===== src/rtl/dvi_tx_pkg.sv =====
// Shared types and defaults for the DVI TX reset/bring-up sequencer.
package dvi_tx_pkg;

    typedef enum logic [2:0] {
        IDLE       = 3'd0,
        MMCM_RST   = 3'd1,
        WAIT_LOCK  = 3'd2,
        BUFR_RST   = 3'd3,
        SERDES_RST = 3'd4,
        SETTLE     = 3'd5,
        RUN        = 3'd6
    } seq_state_e;

    localparam int DEF_MMCM_RST_CYCLES   = 4;
    localparam int DEF_LOCK_TIMEOUT      = 125000;
    localparam int DEF_SERDES_RST_CYCLES = 16;
    localparam int DEF_SETTLE_CYCLES     = 32;

    localparam int RELOCK_CNT_W = 8;
    localparam logic [RELOCK_CNT_W-1:0] RELOCK_MAX = '1;

    function automatic int max_of4(input int a, input int b, input int c, input int d);
        int m;
        m = a;
        if (b > m) m = b;
        if (c > m) m = c;
        if (d > m) m = d;
        return m;
    endfunction

endpackage


===== src/rtl/dvi_tx_rst_seq_if.sv =====
// Control/status bundle between the sequencer and the link it brings up.
interface dvi_tx_rst_seq_if;
    import dvi_tx_pkg::*;

    logic                    i_enable;
    logic                    i_mmcm_locked;
    logic                    o_mmcm_rst;
    logic                    o_bufr_rst;
    logic                    o_serdes_rst;
    logic                    o_video_en;
    logic                    o_lock_timeout;
    logic [RELOCK_CNT_W-1:0] o_relock_cnt;

    modport master (
        output i_enable,
        output i_mmcm_locked,
        input  o_mmcm_rst,
        input  o_bufr_rst,
        input  o_serdes_rst,
        input  o_video_en,
        input  o_lock_timeout,
        input  o_relock_cnt
    );

    modport slave (
        input  i_enable,
        input  i_mmcm_locked,
        output o_mmcm_rst,
        output o_bufr_rst,
        output o_serdes_rst,
        output o_video_en,
        output o_lock_timeout,
        output o_relock_cnt
    );

endinterface


===== src/rtl/sync_dff.sv =====
// Multi-flop synchroniser for a single asynchronous level; flops reset to 0.
module sync_dff #(
    parameter int STAGES = 2
) (
    input  logic clk,
    input  logic rst_n,
    input  logic d,
    output logic q
);

    logic [STAGES-1:0] chain;

    always_ff @(posedge clk or negedge rst_n) begin
        if (!rst_n) begin
            chain <= '0;
        end else begin
            chain <= {chain[STAGES-2:0], d};
        end
    end

    assign q = chain[STAGES-1];

endmodule


===== src/rtl/dvi_tx_rst_seq.sv =====
// Reset and bring-up sequencer for the DVI TX MMCM / BUFR / OSERDES path.
// Re-runs the sequence on lock loss or lock timeout and keeps debug status.
module dvi_tx_rst_seq
    import dvi_tx_pkg::*;
#(
    parameter int MMCM_RST_CYCLES   = DEF_MMCM_RST_CYCLES,
    parameter int LOCK_TIMEOUT      = DEF_LOCK_TIMEOUT,
    parameter int SERDES_RST_CYCLES = DEF_SERDES_RST_CYCLES,
    parameter int SETTLE_CYCLES     = DEF_SETTLE_CYCLES
) (
    input  logic             i_clk,
    input  logic             i_arst_n,
    dvi_tx_rst_seq_if.slave  bus
);

    localparam int MAX_CYCLES = max_of4(MMCM_RST_CYCLES, LOCK_TIMEOUT,
                                        SERDES_RST_CYCLES, SETTLE_CYCLES);
    localparam int CNT_W      = (MAX_CYCLES > 1) ? $clog2(MAX_CYCLES) : 1;

    seq_state_e              state;
    seq_state_e              state_nxt;
    logic [CNT_W-1:0]        cnt;
    logic [CNT_W-1:0]        cnt_nxt;
    logic                    cnt_done;
    logic                    locked_s;

    logic [RELOCK_CNT_W-1:0] relock_cnt;
    logic [RELOCK_CNT_W-1:0] relock_nxt;
    logic                    lock_timeout;
    logic                    timeout_nxt;

    logic                    mmcm_rst_q;
    logic                    bufr_rst_q;
    logic                    serdes_rst_q;
    logic                    video_en_q;
    logic                    mmcm_rst_d;
    logic                    bufr_rst_d;
    logic                    serdes_rst_d;
    logic                    video_en_d;

    sync_dff #(
        .STAGES (2)
    ) lock_sync (
        .clk   (i_clk),
        .rst_n (i_arst_n),
        .d     (bus.i_mmcm_locked),
        .q     (locked_s)
    );

    // The counter holds "cycles remaining minus one" so a state lasts N cycles.
    function automatic logic [CNT_W-1:0] load_value(input seq_state_e s);
        case (s)
            MMCM_RST:   return CNT_W'(MMCM_RST_CYCLES - 1);
            WAIT_LOCK:  return CNT_W'(LOCK_TIMEOUT - 1);
            SERDES_RST: return CNT_W'(SERDES_RST_CYCLES - 1);
            SETTLE:     return CNT_W'(SETTLE_CYCLES - 1);
            default:    return '0;
        endcase
    endfunction

    assign cnt_done = (cnt == '0);

    always_ff @(posedge i_clk or negedge i_arst_n) begin
        if (!i_arst_n) begin
            state        <= IDLE;
            cnt          <= '0;
            relock_cnt   <= '0;
            lock_timeout <= 1'b0;
            mmcm_rst_q   <= 1'b1;
            bufr_rst_q   <= 1'b0;
            serdes_rst_q <= 1'b1;
            video_en_q   <= 1'b0;
        end else begin
            state        <= state_nxt;
            cnt          <= cnt_nxt;
            relock_cnt   <= relock_nxt;
            lock_timeout <= timeout_nxt;
            mmcm_rst_q   <= mmcm_rst_d;
            bufr_rst_q   <= bufr_rst_d;
            serdes_rst_q <= serdes_rst_d;
            video_en_q   <= video_en_d;
        end
    end

    // Disable beats lock loss, lock loss beats timeout, lock beats timeout.
    always_comb begin
        state_nxt   = state;
        relock_nxt  = relock_cnt;
        timeout_nxt = lock_timeout;
        if (!bus.i_enable) begin
            state_nxt = IDLE;
        end else begin
            case (state)
                IDLE: begin
                    state_nxt = MMCM_RST;
                end
                MMCM_RST: begin
                    if (cnt_done) state_nxt = WAIT_LOCK;
                end
                WAIT_LOCK: begin
                    if (locked_s) begin
                        state_nxt = BUFR_RST;
                    end else if (cnt_done) begin
                        state_nxt   = MMCM_RST;
                        timeout_nxt = 1'b1;
                    end
                end
                BUFR_RST, SERDES_RST, SETTLE, RUN: begin
                    if (!locked_s) begin
                        state_nxt = MMCM_RST;
                        if (relock_cnt != RELOCK_MAX) relock_nxt = relock_cnt + 1'b1;
                    end else if (state == BUFR_RST) begin
                        state_nxt = SERDES_RST;
                    end else if (cnt_done && state == SERDES_RST) begin
                        state_nxt = SETTLE;
                    end else if (cnt_done && state == SETTLE) begin
                        state_nxt = RUN;
                    end
                end
                default: begin
                    state_nxt = IDLE;
                end
            endcase
        end
    end

    always_comb begin
        if (state_nxt != state) begin
            cnt_nxt = load_value(state_nxt);
        end else if (cnt_done) begin
            cnt_nxt = cnt;
        end else begin
            cnt_nxt = cnt - 1'b1;
        end
    end

    // Outputs are decoded from the next state so they line up with the state register.
    always_comb begin
        mmcm_rst_d   = 1'b0;
        bufr_rst_d   = 1'b0;
        serdes_rst_d = 1'b0;
        video_en_d   = 1'b0;
        case (state_nxt)
            IDLE, MMCM_RST: begin
                mmcm_rst_d   = 1'b1;
                serdes_rst_d = 1'b1;
            end
            WAIT_LOCK: begin
                serdes_rst_d = 1'b1;
            end
            BUFR_RST: begin
                bufr_rst_d   = 1'b1;
                serdes_rst_d = 1'b1;
            end
            SERDES_RST: begin
                serdes_rst_d = 1'b1;
            end
            SETTLE: begin
                serdes_rst_d = 1'b0;
            end
            RUN: begin
                video_en_d   = 1'b1;
            end
            default: begin
                mmcm_rst_d   = 1'b1;
                serdes_rst_d = 1'b1;
            end
        endcase
    end

    assign bus.o_mmcm_rst     = mmcm_rst_q;
    assign bus.o_bufr_rst     = bufr_rst_q;
    assign bus.o_serdes_rst   = serdes_rst_q;
    assign bus.o_video_en     = video_en_q;
    assign bus.o_lock_timeout = lock_timeout;
    assign bus.o_relock_cnt   = relock_cnt;

endmodule

===== src/flat_wrapper.sv =====
// flat-port wrapper written by rule: the top's interface ports become plain ports
module dvi_tx_rst_seq_flat import dvi_tx_pkg::*;
#(
    parameter int MMCM_RST_CYCLES   = DEF_MMCM_RST_CYCLES,
    parameter int LOCK_TIMEOUT      = DEF_LOCK_TIMEOUT,
    parameter int SERDES_RST_CYCLES = DEF_SERDES_RST_CYCLES,
    parameter int SETTLE_CYCLES     = DEF_SETTLE_CYCLES
)
  (i_clk, i_arst_n, bus_i_enable, bus_i_mmcm_locked, bus_o_mmcm_rst, bus_o_bufr_rst, bus_o_serdes_rst, bus_o_video_en, bus_o_lock_timeout, bus_o_relock_cnt);
  dvi_tx_rst_seq_if bus_i ();
  input  logic i_clk;
  input  logic i_arst_n;
  input wire logic [$bits(bus_i.i_enable)-1:0] bus_i_enable;
  input wire logic [$bits(bus_i.i_mmcm_locked)-1:0] bus_i_mmcm_locked;
  output wire logic [$bits(bus_i.o_mmcm_rst)-1:0] bus_o_mmcm_rst;
  output wire logic [$bits(bus_i.o_bufr_rst)-1:0] bus_o_bufr_rst;
  output wire logic [$bits(bus_i.o_serdes_rst)-1:0] bus_o_serdes_rst;
  output wire logic [$bits(bus_i.o_video_en)-1:0] bus_o_video_en;
  output wire logic [$bits(bus_i.o_lock_timeout)-1:0] bus_o_lock_timeout;
  output wire logic [$bits(bus_i.o_relock_cnt)-1:0] bus_o_relock_cnt;
  assign bus_i.i_enable = bus_i_enable;
  assign bus_i.i_mmcm_locked = bus_i_mmcm_locked;
  assign bus_o_mmcm_rst = bus_i.o_mmcm_rst;
  assign bus_o_bufr_rst = bus_i.o_bufr_rst;
  assign bus_o_serdes_rst = bus_i.o_serdes_rst;
  assign bus_o_video_en = bus_i.o_video_en;
  assign bus_o_lock_timeout = bus_i.o_lock_timeout;
  assign bus_o_relock_cnt = bus_i.o_relock_cnt;
  dvi_tx_rst_seq #(.MMCM_RST_CYCLES(MMCM_RST_CYCLES), .LOCK_TIMEOUT(LOCK_TIMEOUT), .SERDES_RST_CYCLES(SERDES_RST_CYCLES), .SETTLE_CYCLES(SETTLE_CYCLES)) u_core (.i_clk(i_clk), .i_arst_n(i_arst_n), .bus(bus_i));
endmodule

===== config.mk =====
export PLATFORM = sky130hd
export DESIGN_NAME = dvi_tx_rst_seq_flat
export DESIGN_NICKNAME = d
export VERILOG_FILES = /design/src/rtl/dvi_tx_pkg.sv /design/src/rtl/dvi_tx_rst_seq_if.sv /design/src/rtl/sync_dff.sv /design/src/rtl/dvi_tx_rst_seq.sv /design/src/flat_wrapper.sv
export SDC_FILE = /design/constraint.sdc
export NUM_CORES = 1
export LEC_CHECK = 0
export CAP_MARGIN = 40
export CORE_AREA = 10 10 73 75
export CTS_BUF_LIST = sky130_fd_sc_hd__clkbuf_4
export DETAILED_ROUTE_END_ITERATION = 10
export DIE_AREA = 0 0 83 85
export PLACE_DENSITY = 0.69
export SETUP_SLACK_MARGIN = 0.5
export SYNTH_ARGS = -nofsm -noshare
export SYNTH_HDL_FRONTEND = slang
export SYNTH_SLANG_ARGS = --single-unit

===== constraint.sdc =====
create_clock -name i_clk -period 4.14 [get_ports i_clk]
set_input_delay 0.828 -clock i_clk [delete_from_list [all_inputs] [get_ports i_clk]]
set_output_delay 0.828 -clock i_clk [all_outputs]
set_load 0.05 [all_outputs]

==> results.yml <==
status:
  status: "completed"
flow_run:
  max_cap_violations: 0
placed_design:
  io_buffers: 16
  place_congestion: 0.8549
  dpl.hpwl_mm: 3.056
worst_setup_path:
  criticalPathCategory: "flip-flop to flip-flop"
  cp.arrival_ps: 3130
  cp-start-kind: "flip-flop"
  worstPathRequired_ps: 4360
  rr_startpoint: "u_core.cnt[8]"
  critPathMaxFanout: 14
  setup.worst_path.start: "u_core.cnt[8]"
  crit_path_end_kind: "flip-flop"
timing:
  setup_viol: 0
  tightest_slew_ps: 869.5
  timing.setup.tns_ps: 0
  fin_hold_ws_ps: 359.1
  relSlewSlack_pct: 41.82
  clock_skew_ps: 18.97
  grt_setup_unrepaired: "no"
  timing.final.hold_violations: 0
  fin_crit_ps: 2909
  slew_viol_final: 0
  fmax_mhz: 343.7
  post-route-period-util_pct: 70.27
routing:
  dr.pass1.iters: 6
  drt-initial-drc-count: 215
  detail_route.wl_per_cell_um: 15.91
  drc: 0
  via_count: 1586
  routed_wl_mm: 4.263
  via_per_inst: 5.918
  ant_nets: 0
logic_synthesis:
  ys.flop_type: "dfrtp_1"
  yosysUniqueCellTypes: 44
  ys_seq_elements: 35
  yosys_warnings: 0
  synth_cells: 202
  netlist_area_um2: 1896
  synth_edf_count: 0
  synth_seq_area_share_pct: 46.34
  synth_area_per_cell_um2: 9.384
  syn_nets: 209
  synthArstFlopShare_pct: 100.0
clock_tree:
  cts_buffers: 5
  cts_hold_buf: 0
  cts_sinks: 35
  ctsHtreeMaxLevel: 2
  cts_setup_buffers: 0
  cts_resized: 0
  cts.clk_slew.worst_paths_ps: 100
  cts-root-buf: "clkbuf_4"
  cts_tree: "done"
  clockBufferDepth: 2
  worstSkewPairLatency_ps: 350
finish:
  fillers: 379
  layout.nets: 224
  register_area_um2: 878.3
  layout-drive-gt1-share_pct: 6.881
  final_common_cell: "dfrtp_1"
  mostFrequentLayoutCells: "33 x dfrtp_1, 21 x nor2_1, 19 x o21ai_0, 17 x nand2_1, 16 x clkdlybuf4s50_1"
  num_antenna_cells: 0
  area_delta_synth_final_pct: 13.07
  multiInputGateArea_um2: 967.2
pwr:
  power.internal_mw: 0.7388
  max-vdd-ir-drop_mv: 0.2346
  pwr-share-clk_pct: 13.7
  leakagePower_nw: 0.9363
  switching_power_mw: 0.5997
  netSwitchingFraction_pct: 44.80
  pwr-share-comb_pct: 49.0
  powerDensity_nw_per_um2: 624.5
  seqPwrFrac_pct: 37.3
  p_total_mw: 1.338
floorplan:
  ios: 17
  std_cell_rows: 23
  fp.dieH_um: 85
  initial_core_util_pct: 48.43
  core_um2: 3914
  die-area_um2: 7055
  die_x_um: 83
grt:
  grt_pass1_vias: 1607
  grt_overflow: 0
  grt_pass1_wl_mm: 7.417
  antenna_found_initial: 0
  grt_max_degree: 36
  grt_usage_pct: 12.59
worst_hold_path:
  worstHoldStart: "u_core.lock_sync.chain[0]"
  hp-class: "flip-flop to flip-flop"
==> worst paths after layout <==
path / endpoint / slack (ps) / depth (start not counted)
hold reg to reg: u_core.lock_sync.chain[1] / 360 / 0
hold / removal: u_core.lock_sync.chain[1] / 360 / 0
setup reg to reg: u_core.cnt[0] / 1230 / 5
max in group asynchronous: u_core.bus.o_serdes_rst / 2920 / 2
setup / recovery: u_core.cnt[0] / 1230 / 5
min in group asynchronous: u_core.state[0] / 860 / 2
==> per-stage QoR <==
| step | utilization [%] | std cells | worst slack, ps | cell area (um2) |
|---|---|---|---|---|
| 2_1_floorplan | - | 202 | 1798 | 1896 |
| 3_3_place_gp | 53.42 | 260 | 1299 | 2091 |
| 3_5_place_dp | 53.42 | 260 | 1234 | 2091 |
| 4_1_cts | 54.76 | 268 | 1239 | 2143 |
| 5_1_grt | 54.76 | 268 | 1036 | 2143 |
| 6_report | 54.76 | 268 | 1231 | 2143 |
==> worst max-delay path, cell delays in order, from the launching register on <==
cell and delay, ps:
dfrtp_1 400, or4_4 570, or4_4 620, nor2_1 700, o211a_1 380, o21ai_0 120
==> power groups by stage <==
stage / registers (mW) / logic (mW) / clock network [mW]
finish: 0.499 / 0.655 / 0.184
global placement: 0.499 / 0.634 / 0
CTS: 0.497 / 0.654 / 0.185
global route: 0.515 / 0.734 / 0.204
detailed placement: 0.504 / 0.649 / 0
floorplan: 0.516 / 0.487 / 0
==> synthesized netlist by cell type (all sizes together), types with 3 or more instances <==
cell / n / share of area (%)
nor2b: 3 / 0.99
xor2: 12 / 5.5
o211ai: 3 / 1.2
a21oi: 4 / 1.1
or4: 4 / 2.0
inv: 4 / 0.79
ha: 3 / 2.0
and3: 4 / 1.3
clkbuf: 8 / 1.6
dfrtp: 33 / 44
nor4: 3 / 0.99
nor2: 21 / 4.2
nand4: 4 / 1.3
nor3: 7 / 1.8
o31ai: 8 / 3.2
or3: 3 / 0.99
nand2: 17 / 3.4
xnor2: 8 / 3.7
o21ai: 19 / 5.0
nand3: 7 / 1.8
==> flip-flops by register name, summed over array words and instances, names as in the netlist <==
register                   cells
u_core.lock_sync.chain         2
u_core.cnt                    17
u_core.bus.o_video_en          1
u_core.bus.o_bufr_rst          1
u_core.bus.o_relock_cnt        8
u_core.state                   3
u_core.bus.o_serdes_rst        1
u_core.bus.o_lock_timeout      1
u_core.bus.o_mmcm_rst          1
==> routing by layer <==
layer / GRT usage (%) / part of all wire, % / routed length [um] / vias to the layer above
met2: 20.01 / 48 / 2036 / 57
met3: 3.920 / 6.4 / 274 / 13
met5: 0 / 0 / 0 / -
met1: 14.28 / 43 / 1851 / 756
li1: - / - / - / 760
met4: 8.359 / 2.3 / 100 / 0
==> kinds of logic (layout without fill, tap and decap cells) <==
| group | count (synthesis) | count (layout) | synth area share (%) |
|---|---|---|---|
| buffers and inverters | 13 | 29 | 2.640 |
| AO/OA/AOI/OAI | 47 | 47 | 16.30 |
| flip-flops | 35 | 35 | 46.34 |
| adder cells (fa/ha/maj) | 3 | 3 | 1.980 |
| AND/OR/NAND/NOR | 82 | 82 | 22.38 |
| multiplexers | 2 | 2 | 1.122 |
| XOR/XNOR | 20 | 20 | 9.241 |
==> area by class of cell <==
| class | count | share of cell area, % |
|---|---|---|
| Clock inverter | 2 | 0.3503 |
| Inverter | 4 | 0.7005 |
| Timing Repair Buffer | 17 | 7.823 |
| Tap cell | 50 | 2.919 |
| Multi-Input combinational cell | 154 | 45.13 |
| Sequential cell | 35 | 40.98 |
| Clock buffer | 6 | 2.102 |
Note: power is estimated with default switching activity, not from simulation.
